===== src/rtl/pa_ifu_btb_ctrl.sv =====
// BTB write-side controller: accepts branch-unit updates, picks the entry to write
// (tag hit first, round-robin victim otherwise) and sequences whole-table invalidates.
module pa_ifu_btb_ctrl #(
    parameter int ENTRY_NUM  = 16,
    parameter int ADDR_WIDTH = 16
) (
    input  logic                  forever_cpuclk,
    input  logic                  cpurst_b,
    input  logic                  cp0_ifu_btb_en,
    input  logic                  cp0_ifu_btb_inv,
    input  logic                  bju_btb_upd_vld,
    input  logic [ADDR_WIDTH-1:0] bju_btb_upd_tag,
    input  logic [ADDR_WIDTH-1:0] bju_btb_upd_tgt,
    output logic                  btb_upd_rdy,
    input  logic [ENTRY_NUM-1:0]  btb_entry_wr_hit,
    output logic [ADDR_WIDTH-1:0] btb_wr_acc_tag,
    output logic [ADDR_WIDTH-1:0] btb_upd_tag,
    output logic [ADDR_WIDTH-1:0] btb_upd_tgt,
    output logic [ENTRY_NUM-1:0]  btb_entry_upd,
    output logic [ENTRY_NUM-1:0]  btb_entry_updg,
    output logic [ENTRY_NUM-1:0]  btb_entry_clr,
    output logic [ENTRY_NUM-1:0]  btb_entry_clrg,
    output logic                  btb_inv_done
);

    localparam int                   PTR_W   = $clog2(ENTRY_NUM);
    localparam logic [PTR_W-1:0]     PTR_MAX = PTR_W'(ENTRY_NUM - 1);
    localparam logic [PTR_W-1:0]     PTR_ONE = PTR_W'(1);
    localparam logic [ENTRY_NUM-1:0] VEC_ONE = {{(ENTRY_NUM-1){1'b0}}, 1'b1};

    typedef enum logic [1:0] {
        ST_IDLE = 2'd0,
        ST_UPD  = 2'd1,
        ST_INV  = 2'd2
    } state_t;

    state_t                r_state;
    logic [PTR_W-1:0]      r_vict_ptr;
    logic                  r_inv_pend;
    logic                  r_en_q;
    logic [ADDR_WIDTH-1:0] r_upd_tag;
    logic [ADDR_WIDTH-1:0] r_upd_tgt;

    logic                  w_inv_req;
    logic                  w_inv_any;
    logic                  w_upd_rdy;
    logic                  w_upd_acc;
    logic                  w_hit_any;
    logic [ENTRY_NUM-1:0]  w_hit_low;
    logic [ENTRY_NUM-1:0]  w_vict_vec;
    logic [ENTRY_NUM-1:0]  w_upd_vec;
    logic [ENTRY_NUM-1:0]  w_clr_vec;
    logic [PTR_W-1:0]      w_ptr_nxt;

    // Only a falling enable invalidates; re-enabling starts from whatever was cleared.
    assign w_inv_req = cp0_ifu_btb_inv | (r_en_q & ~cp0_ifu_btb_en);
    assign w_inv_any = r_inv_pend | w_inv_req;

    assign w_upd_rdy = (r_state == ST_IDLE) & ~w_inv_any;
    assign w_upd_acc = w_upd_rdy & bju_btb_upd_vld & cp0_ifu_btb_en;

    // Two's-complement trick isolates the lowest set bit of the hit vector.
    assign w_hit_any  = |btb_entry_wr_hit;
    assign w_hit_low  = btb_entry_wr_hit & (~btb_entry_wr_hit + VEC_ONE);
    assign w_vict_vec = VEC_ONE << r_vict_ptr;
    assign w_ptr_nxt  = (r_vict_ptr == PTR_MAX) ? '0 : r_vict_ptr + PTR_ONE;

    always_comb begin
        // NOTE: every always_comb output gets a default first so no latch is inferred.
        w_upd_vec = '0;
        w_clr_vec = '0;
        if (r_state == ST_UPD) begin
            w_upd_vec = w_hit_any ? w_hit_low : w_vict_vec;
        end
        if (r_state == ST_INV) begin
            w_clr_vec = '1;
        end
    end

    always_ff @(posedge forever_cpuclk or negedge cpurst_b) begin
        // NOTE: sequential state uses non-blocking assignments only, so every register
        // samples pre-edge values regardless of statement order.
        if (!cpurst_b) begin
            r_state    <= ST_IDLE;
            r_vict_ptr <= '0;
            r_inv_pend <= 1'b0;
            r_en_q     <= 1'b0;
            r_upd_tag  <= '0;
            r_upd_tgt  <= '0;
        end else begin
            r_en_q <= cp0_ifu_btb_en;
            case (r_state)
                ST_IDLE: begin
                    if (w_inv_any) begin
                        r_inv_pend <= 1'b1;
                        r_state    <= ST_INV;
                    end else if (w_upd_acc) begin
                        r_upd_tag <= bju_btb_upd_tag;
                        r_upd_tgt <= bju_btb_upd_tgt;
                        r_state   <= ST_UPD;
                    end
                end
                ST_UPD: begin
                    r_inv_pend <= w_inv_any;
                    if (!w_hit_any) begin
                        r_vict_ptr <= w_ptr_nxt;
                    end
                    r_state <= ST_IDLE;
                end
                ST_INV: begin
                    // A request landing in the clearing cycle must survive for one more pass.
                    r_inv_pend <= w_inv_req;
                    r_vict_ptr <= '0;
                    r_state    <= ST_IDLE;
                end
                default: r_state <= ST_IDLE;
            endcase
        end
    end

    assign btb_upd_rdy    = w_upd_rdy;
    assign btb_upd_tag    = r_upd_tag;
    assign btb_upd_tgt    = r_upd_tgt;
    assign btb_wr_acc_tag = r_upd_tag;
    assign btb_entry_upd  = w_upd_vec;
    assign btb_entry_updg = w_upd_vec;
    assign btb_entry_clr  = w_clr_vec;
    assign btb_entry_clrg = w_clr_vec;
    assign btb_inv_done   = (r_state == ST_INV);

endmodule


===== config.mk =====
export PLATFORM = sky130hd
export DESIGN_NAME = pa_ifu_btb_ctrl
export DESIGN_NICKNAME = d
export VERILOG_FILES = /design/src/rtl/pa_ifu_btb_ctrl.sv
export SDC_FILE = /design/constraint.sdc
export NUM_CORES = 1
export LEC_CHECK = 0
export ABC_AREA = 1
export BUFFER_PORTS_ARGS = -buffer_cell sky130_fd_sc_hd__buf_2
export CAP_MARGIN = 5
export CORE_MARGIN = 2
export CORE_UTILIZATION = 46
export CTS_BUF_LIST = sky130_fd_sc_hd__clkbuf_4
export CTS_CLUSTER_SIZE = 40
export DETAILED_ROUTE_END_ITERATION = 6
export PLACE_DENSITY = 0.82
export SYNTH_ARGS = -nofsm -noshare
export SYNTH_HDL_FRONTEND = slang
export SYNTH_SLANG_ARGS = --single-unit

===== constraint.sdc =====
create_clock -name forever_cpuclk -period 2.45 [get_ports forever_cpuclk]
set_input_delay 0.3675 -clock forever_cpuclk [delete_from_list [all_inputs] [get_ports forever_cpuclk]]
set_output_delay 0.3675 -clock forever_cpuclk [all_outputs]
set_load 0.02 [all_outputs]

==> metrics.txt, run 1 <==
reg2reg setup slack around 570 ps; total count of hold-check failures in the final report 0; clock tree buffer depth 2; peak supply drop 0.830 mV; number of antenna violations at the first check in global routing 0; remaining max-slew budget at the tightest pin 0.400; detailed-route vias per instance 4.70; number of placement rows 29; slew of the pin with the lowest slew margin between 800 and 900 ps; capturing point of the worst reg2reg path btb_upd_tag[1]$_DFFE_PN0P_; Clk Tree Root Cell sky130_fd_sc_hd__clkbuf_4; final layout net count about 540; FFs w/ async S/R, synth 1.00; average cell area after synthesis 7.87 um2; area inside the core boundary between 0.006 and 0.007 mm2; outcome finished, final reports clean; area growth from synthesis to final layout 15.3%; Clk pin slew, worst setup/hold paths roughly 120 ps; share of the yosys chip area belonging to registers 0.337; number of flops mapped to enable cells by yosys 0; Worst Reg2Reg Path Length in Cells 8; count of synthesis-stage warnings from yosys 0; cell area after synthesis approximately 0.0030 mm2; unrepaired setup endpoints after global routing no; Slew Limit Fails 0; area of all placed cells without fillers 0.00342 mm2; part of the total power dissipated in the clock network 0.098; nature of the critical path endpoint output port; iteration-0 DRC count of the detailed router 100; global placer's final weighted congestion between 0.9 and 1; number of cells in the finished layout apart from fillers between 500 and 600; Total Routed Length between 6 and 7 mm; TritonCTS clock tree done; cell at the slowest stage of the critical path sky130_fd_sc_hd__dfrtp_1; internal power summed over all cells roughly 1.7 mW; Hold WS between 100 and 150 ps; total of hold buffers inserted after clock tree synthesis 0; placed cell area between 0.003 and 0.004 mm2; Initial Util 0.473; detailed-placement wirelength estimate 5.19 mm; maximum number of pins on one net before global-route repair 44; highest fanout seen on the critical path 10; switching component of the power approximately 1.7 mW; layout cell share with drive strength beyond 1 0.452; count of state elements after synthesis 40; wire length per cell after detailed routing 11.7 um; maximum clock rate 458 MHz; vias after detailed routing between 2,000 and 3,000; Final ANT Viol Nets 0; Leakage Power between 2 and 2.5 nW; fraction of post-synthesis cell area in the top cell type by area 0.337; height of the chip between 80 and 90 um; overflow left after global routing 0; sequential fraction of design power 0.307; number of global-route vias before repair between 2,000 and 2,500; synth unique cells 26; GRT Util Overall 0.178; total power divided by cell area 989 mW/mm2; proportion of power drawn by combinational gates 0.595; fraction of power spent switching nets 0.510; Primary FF master, synth sky130_fd_sc_hd__dfrtp_1; Commonest cells post-synth 67 x sky130_fd_sc_hd__nand2_1, 64 x sky130_fd_sc_hd__buf_4, 59 x sky130_fd_sc_hd__inv_1; clock sink total 40; dpl cells roughly 550; setup clock skew after layout 11.8 ps; maximum single-stage delay on the critical path roughly 400 ps; full die area between 0.007 and 0.008 mm2; Setup CP Type flop to output port; most common cell in the netlist sky130_fd_sc_hd__nand2_1; number of remaining DRC errors 0; Crit path buffers/inverters 3; delay-heaviest family, CP buffers and inverters; Mapped Nets 440; Buffers on Ports 166; number of instances in the synthesized netlist between 300 and 400; clock latency on the worst-skew pair about 340 ps; max capacitance violation total 0; first-pass iteration count of the detailed router 4; number of clock buffers inserted by TritonCTS 5; FF-to-FF Start r_state[0]$_DFFE_PN0P_; Final min period 2180 ps; ports placed on the boundary 167; x dimension of the die 84.3 um; data arrival time of the critical path around 1800 ps; path class of the lowest-slack min-delay path input pin to async pin; global-route wire length before repair roughly 11 mm; critical path data required time between 2000 and 2500 ps; cells along the critical path inv_1 > ha_2 > buf_4 > o21ai_0 > nor2_1 > buf_2; Final period util 0.890; number of H-tree levels 2; biggest area consumer among synthesized cells sky130_fd_sc_hd__dfrtp_1; startpoint class of the critical path flop; count of endpoints failing setup in the final report 0; setup TNS 0 ps; top area cells in the synthesized netlist sky130_fd_sc_hd__dfrtp_1 34%, sky130_fd_sc_hd__buf_4 16%, sky130_fd_sc_hd__nand2_1 8.5%; Antenna Diode Count 0
==> logic make-up after synthesis <==
kind of cell,after synthesis,synth area share
compound gates,40,0.0953
xor+xnor,1,0.00295
fa+ha+maj,10,0.0422
buf+inv,135,0.268
flops,40,0.337
simple gates,151,0.255
==> final cells by class <==
type                    instances  area [um2]
clock buffers                   6        45.0
clock inverters                 2        11.3
fillers                       577        2850
inverters                      61         229
multi-input cells             202        1170
flip-flops and latches         40        1000
well taps                      77        96.3
repair buffers                169         866
==> cells in the final DEF, fill, tap and decap left out <==
cell | Yosys | routed
sky130_fd_sc_hd__buf_2 | 2 | 166
sky130_fd_sc_hd__nand2_1 | 67 | 67
sky130_fd_sc_hd__inv_1 | 59 | 59
sky130_fd_sc_hd__dfrtp_1 | 40 | 40
sky130_fd_sc_hd__nor2_1 | 27 | 27
sky130_fd_sc_hd__nand3_1 | 26 | 26
sky130_fd_sc_hd__o21ai_2 | 22 | 22
sky130_fd_sc_hd__nand4_1 | 11 | 11
sky130_fd_sc_hd__o21ai_1 | 10 | 10
sky130_fd_sc_hd__ha_1 | 10 | 9
sky130_fd_sc_hd__clkbuf_4 | 0 | 6
sky130_fd_sc_hd__o21ai_0 | 5 | 5
sky130_fd_sc_hd__nand2_2 | 4 | 4
sky130_fd_sc_hd__nor2_4 | 3 | 3
sky130_fd_sc_hd__nand3_2 | 3 | 3
sky130_fd_sc_hd__nor3_1 | 3 | 3
sky130_fd_sc_hd__a21oi_1 | 3 | 3
sky130_fd_sc_hd__nand3_4 | 2 | 2
sky130_fd_sc_hd__nor2_8 | 2 | 2
sky130_fd_sc_hd__inv_2 | 2 | 2
sky130_fd_sc_hd__buf_4 | 64 | 2
sky130_fd_sc_hd__nor2_2 | 1 | 1
sky130_fd_sc_hd__nand2_4 | 1 | 1
sky130_fd_sc_hd__nand3b_1 | 1 | 1
sky130_fd_sc_hd__xor2_1 | 1 | 1
sky130_fd_sc_hd__ha_2 | 0 | 1
sky130_fd_sc_hd__clkinvlp_4 | 0 | 1
sky130_fd_sc_hd__clkinv_1 | 0 | 1
sky130_fd_sc_hd__buf_12 | 0 | 1
==> registers in the layout, summed over array words and instances (netlist names) <==
| register | cells |
|---|---|
| btb_upd_tag | 16 |
| btb_upd_tgt | 16 |
| r_vict_ptr | 4 |
| r_state | 2 |
| r_en_q | 1 |
| r_inv_pend | 1 |
==> worst register-to-register path, cell delays in order (launching register included) <==
cell and delay, ps:
sky130_fd_sc_hd__dfrtp_1 420, sky130_fd_sc_hd__inv_1 110, sky130_fd_sc_hd__ha_1 150, sky130_fd_sc_hd__inv_1 70, sky130_fd_sc_hd__nor2_4 130, sky130_fd_sc_hd__nand3_2 370
sky130_fd_sc_hd__buf_12 360, sky130_fd_sc_hd__nand2_1 130, sky130_fd_sc_hd__o21ai_2 60
==> layer usage <==
metal	vias up	wire (um)	GRT usage
li1	1311	-	-
met1	1144	2650	0.215
met2	154	3150	0.311
met3	9	673	0.0472
met4	0	78	0.0528
met5	-	0	0
==> stage by stage <==
| step | setup slack, ps | total power, mW | utilization |
|---|---|---|---|
| CTS | 133 | 3.43 | 0.545 |
| finish | 269 | 3.38 | 0.545 |
| floorplan | 358 | 2.88 | - |
| detailed placement | 430 | 3.09 | 0.536 |
| global route | 120 | 3.62 | 0.545 |
| global placement | 434 | 3.04 | 0.536 |
==> what timing repair did <==
action,CTS,global route
resized for setup,0,1
hold endpoints to repair,0,0
setup endpoints to repair,0,2
buffers inserted,0,0
==> worst max-delay path by stage <==
stage / start / endpoint / slack (ps) / cells past startpoint
global placement: btb_entry_wr_hit[15] / btb_entry_updg[4] / 430 / 9
global route: r_state[1]$_DFFE_PN0P_ / btb_entry_updg[4] / 120 / 7
detailed placement: btb_entry_wr_hit[1] / btb_entry_updg[4] / 430 / 9
finish: r_state[1]$_DFFE_PN0P_ / btb_entry_upd[0] / 270 / 6
CTS: r_state[1]$_DFFE_PN0P_ / btb_entry_updg[4] / 130 / 7
floorplan: r_state[1]$_DFFE_PN0P_ / btb_entry_updg[0] / 360 / 6
==> power by group through the flow <==
stage / clock [mW] / combinational [mW] / sequential [mW]
after detailed placement: 0 / 2.04 / 1.05
after CTS: 0.350 / 2.04 / 1.04
after floorplan: 0 / 1.58 / 1.30
after global placement: 0 / 2.00 / 1.04
after global routing: 0.374 / 2.18 / 1.07
final: 0.331 / 2.01 / 1.04
(Power assumes the default switching activity.)
==> run 2: changes to the inputs <==
--- a/config.mk
+++ b/config.mk
@@ -8,12 +8,13 @@
 export ABC_AREA = 1
 export BUFFER_PORTS_ARGS = -buffer_cell sky130_fd_sc_hd__buf_2
 export CAP_MARGIN = 5
-export CORE_MARGIN = 2
+export CORE_MARGIN = 5
 export CORE_UTILIZATION = 46
 export CTS_BUF_LIST = sky130_fd_sc_hd__clkbuf_4
 export CTS_CLUSTER_SIZE = 40
 export DETAILED_ROUTE_END_ITERATION = 6
 export PLACE_DENSITY = 0.82
+export RECOVER_POWER = 100
 export SYNTH_ARGS = -nofsm -noshare
 export SYNTH_HDL_FRONTEND = slang
 export SYNTH_SLANG_ARGS = --single-unit
==> metrics.txt, run 2 (synthesis results as in run 1) <==
maximum single-stage delay on the critical path 420 ps (was 410 ps); number of placement rows 29 (unchanged); remaining max-slew budget at the tightest pin -0.417 (was 0.400); ports placed on the boundary 167 (unchanged); leading cell type in the layout, fill and taps excluded sky130_fd_sc_hd__clkbuf_1 (was sky130_fd_sc_hd__buf_2); detailed-placement wirelength estimate 5.52 mm (was 5.19 mm); data arrival time of the critical path 1900 ps (was 1810 ps); number of H-tree levels 2 (unchanged); number of antenna violations at the first check in global routing 0 (unchanged); nature of the critical path endpoint output port (unchanged); height of the chip 90.3 um (was 84.3 um); number of global-route vias before repair 2,576 (was 2,438); clock latency on the worst-skew pair 340 ps (about the same); Final ANT Viol Nets 0 (unchanged); area inside the core boundary 0.00631 mm2 (was 0.00628 mm2); Leakage Power 1.77 nW (was 2.17 nW); GRT Util Overall 0.167 (was 0.178); Antenna Diode Count 0 (unchanged); Filler Cell Count 695 (was 577); first-pass iteration count of the detailed router 4 (unchanged); cells along the critical path inv_1 > ha_2 > nand3_4 > nor2_8 > nand3_1 > nand2_1 > clkbuf_1 (was inv_1 > ha_2 > buf_4 > o21ai_0 > nor2_1 > buf_2); logic depth of the worst setup path including buffers 7 (was 6); Initial Util 0.470 (was 0.473); Clk Tree Root Cell sky130_fd_sc_hd__clkbuf_4 (unchanged); number of clock buffers inserted by TritonCTS 5 (unchanged); total of hold buffers inserted after clock tree synthesis 0 (unchanged); detailed-route vias per instance 4.65 (was 4.70); total count of hold-check failures in the final report 0 (unchanged); x dimension of the die 90.3 um (was 84.3 um); TritonCTS clock tree done (unchanged); area growth from synthesis to final layout 7.50% (was 15.3%); critical path data required time 2080 ps (about the same); worst setup path startpoint r_state[1]$_DFFE_PN0P_ (unchanged); overflow left after global routing 0 (unchanged); highest fanout seen on the critical path 9 (was 10); full die area 0.00816 mm2 (was 0.00711 mm2); Slew Limit Fails 41 (was 0); cell at the slowest stage of the critical path sky130_fd_sc_hd__dfrtp_1 (unchanged); path class of the lowest-slack min-delay path input pin to flop (was input pin to async pin); number of cells on the worst hold path 1; Total Routed Length 6.94 mm (was 6.54 mm); max capacitance violation total 1 (was 0); slack of the critical path 185 ps (was 269 ps); number of remaining DRC errors 0 (unchanged); total power divided by cell area 992 mW/mm2 (was 989 mW/mm2); clock tree buffer depth 2 (unchanged); iteration-0 DRC count of the detailed router 96 (was 100); layout cell share with drive strength beyond 1 0.194 (was 0.452); Setup CP Type flop to output port (unchanged); peak supply drop 0.644 mV (was 0.830 mV); maximum clock rate 442 MHz (was 458 MHz); outcome complete, but fails checks (was finished, final reports clean); Crit path buffers/inverters 2 (was 3); violated checks max-capacitance violations, max-slew violations; setup TNS 0 ps (unchanged); Final period util 0.924 (was 0.890); commonest non-fill, non-tap cells in the layout 101 x sky130_fd_sc_hd__clkbuf_1, 67 x sky130_fd_sc_hd__nand2_1, 59 x sky130_fd_sc_hd__inv_1, 54 x sky130_fd_sc_hd__buf_2, 40 x sky130_fd_sc_hd__dfrtp_1 (was 166 x sky130_fd_sc_hd__buf_2, 67 x sky130_fd_sc_hd__nand2_1, 59 x sky130_fd_sc_hd__inv_1, 40 x sky130_fd_sc_hd__dfrtp_1, 27 x sky130_fd_sc_hd__nor2_1); Clk pin slew, worst setup/hold paths 120 ps (about the same); count of endpoints failing setup in the final report 0 (unchanged); global-route wire length before repair 11.7 mm (was 10.6 mm); global placer's final weighted congestion 0.891 (was 0.923); post-CTS setup buffer count 0 (unchanged); Hold WS 184 ps (was 140 ps); delay-heaviest family, CP simple AND/OR/NAND/NOR gates (was buffers and inverters); slew of the pin with the lowest slew margin 2130 ps (was 900 ps); footprint of the multi-input gates 0.00108 mm2 (was 0.00117 mm2); maximum number of pins on one net before global-route repair 65 (was 44); Buffers on Ports 166 (unchanged); vias after detailed routing 2,589 (was 2,618); setup clock skew after layout 7.94 ps (was 11.8 ps); register area 0.00100 mm2 (unchanged); start point of the worst min-delay path cp0_ifu_btb_en; FF-to-FF Start r_state[0]$_DFFE_PN0P_ (unchanged); setup slack at placement 411 ps (was 430 ps); startpoint class of the critical path flop (unchanged); wire length per cell after detailed routing 12.5 um (was 11.7 um); fraction of the core area covered by cells at the end of the flow 0.505 (was 0.545); Final min period 2260 ps (was 2180 ps); unrepaired setup endpoints after global routing no (unchanged); clock sink total 40 (unchanged); quantity of gates resized following cts 0 (unchanged); Worst Reg2Reg Path Length in Cells 7 (was 8); final layout net count 542 (unchanged)
## run 2: worst paths after layout
| path | end | slack (ps) |
|---|---|---|
| hold reg to reg | btb_upd_tgt[3]$_DFFE_PN0P_ | 500 |
| max in group asynchronous | btb_upd_tgt[14]$_DFFE_PN0P_ | 610 |
| hold / removal | r_en_q$_DFF_PN0_ | 180 |
| setup reg to reg | btb_upd_tag[0]$_DFFE_PN0P_ | 410 |
| setup / recovery | btb_entry_updg[2] | 190 |
| min in group asynchronous | btb_upd_tgt[1]$_DFFE_PN0P_ | 640 |
## run 2: per-stage QoR
stage	area (um2)	instances	power (mW)
after detailed placement	3360	549	3.11
after CTS	3420	557	3.47
after floorplan	2970	377	2.88
after global routing	3190	557	3.43
after global placement	3360	549	3.06
final	3190	557	3.17
## run 2: layout make-up
| cell class | count | area share |
|---|---|---|
| Inverter | 61 | 0.0718 |
| Clock inverter | 1 | 0.00118 |
| Tap cell | 77 | 0.0302 |
| Sequential cell | 40 | 0.314 |
| Clock buffer | 7 | 0.0165 |
| Timing Repair Buffer | 169 | 0.227 |
| Multi-Input combinational cell | 202 | 0.340 |
## run 2: metal layers
| layer | routed length (um) | up-vias | share of wire | track usage |
|---|---|---|---|---|
| li1 | - | 1308 | - | - |
| met3 | 791 | 11 | 0.11 | 0.0617 |
| met2 | 3340 | 137 | 0.48 | 0.287 |
| met5 | 0 | - | 0 | 0 |
| met4 | 102 | 0 | 0.015 | 0.0496 |
| met1 | 2700 | 1133 | 0.39 | 0.192 |
## run 2: power by group
part | switching (mW) | internal, mW | leakage [nW]
Combinational | 1.35 | 0.435 | 1.22
Clock | 0.205 | 0.133 | 0.0338
Sequential | 0.157 | 0.891 | 0.515
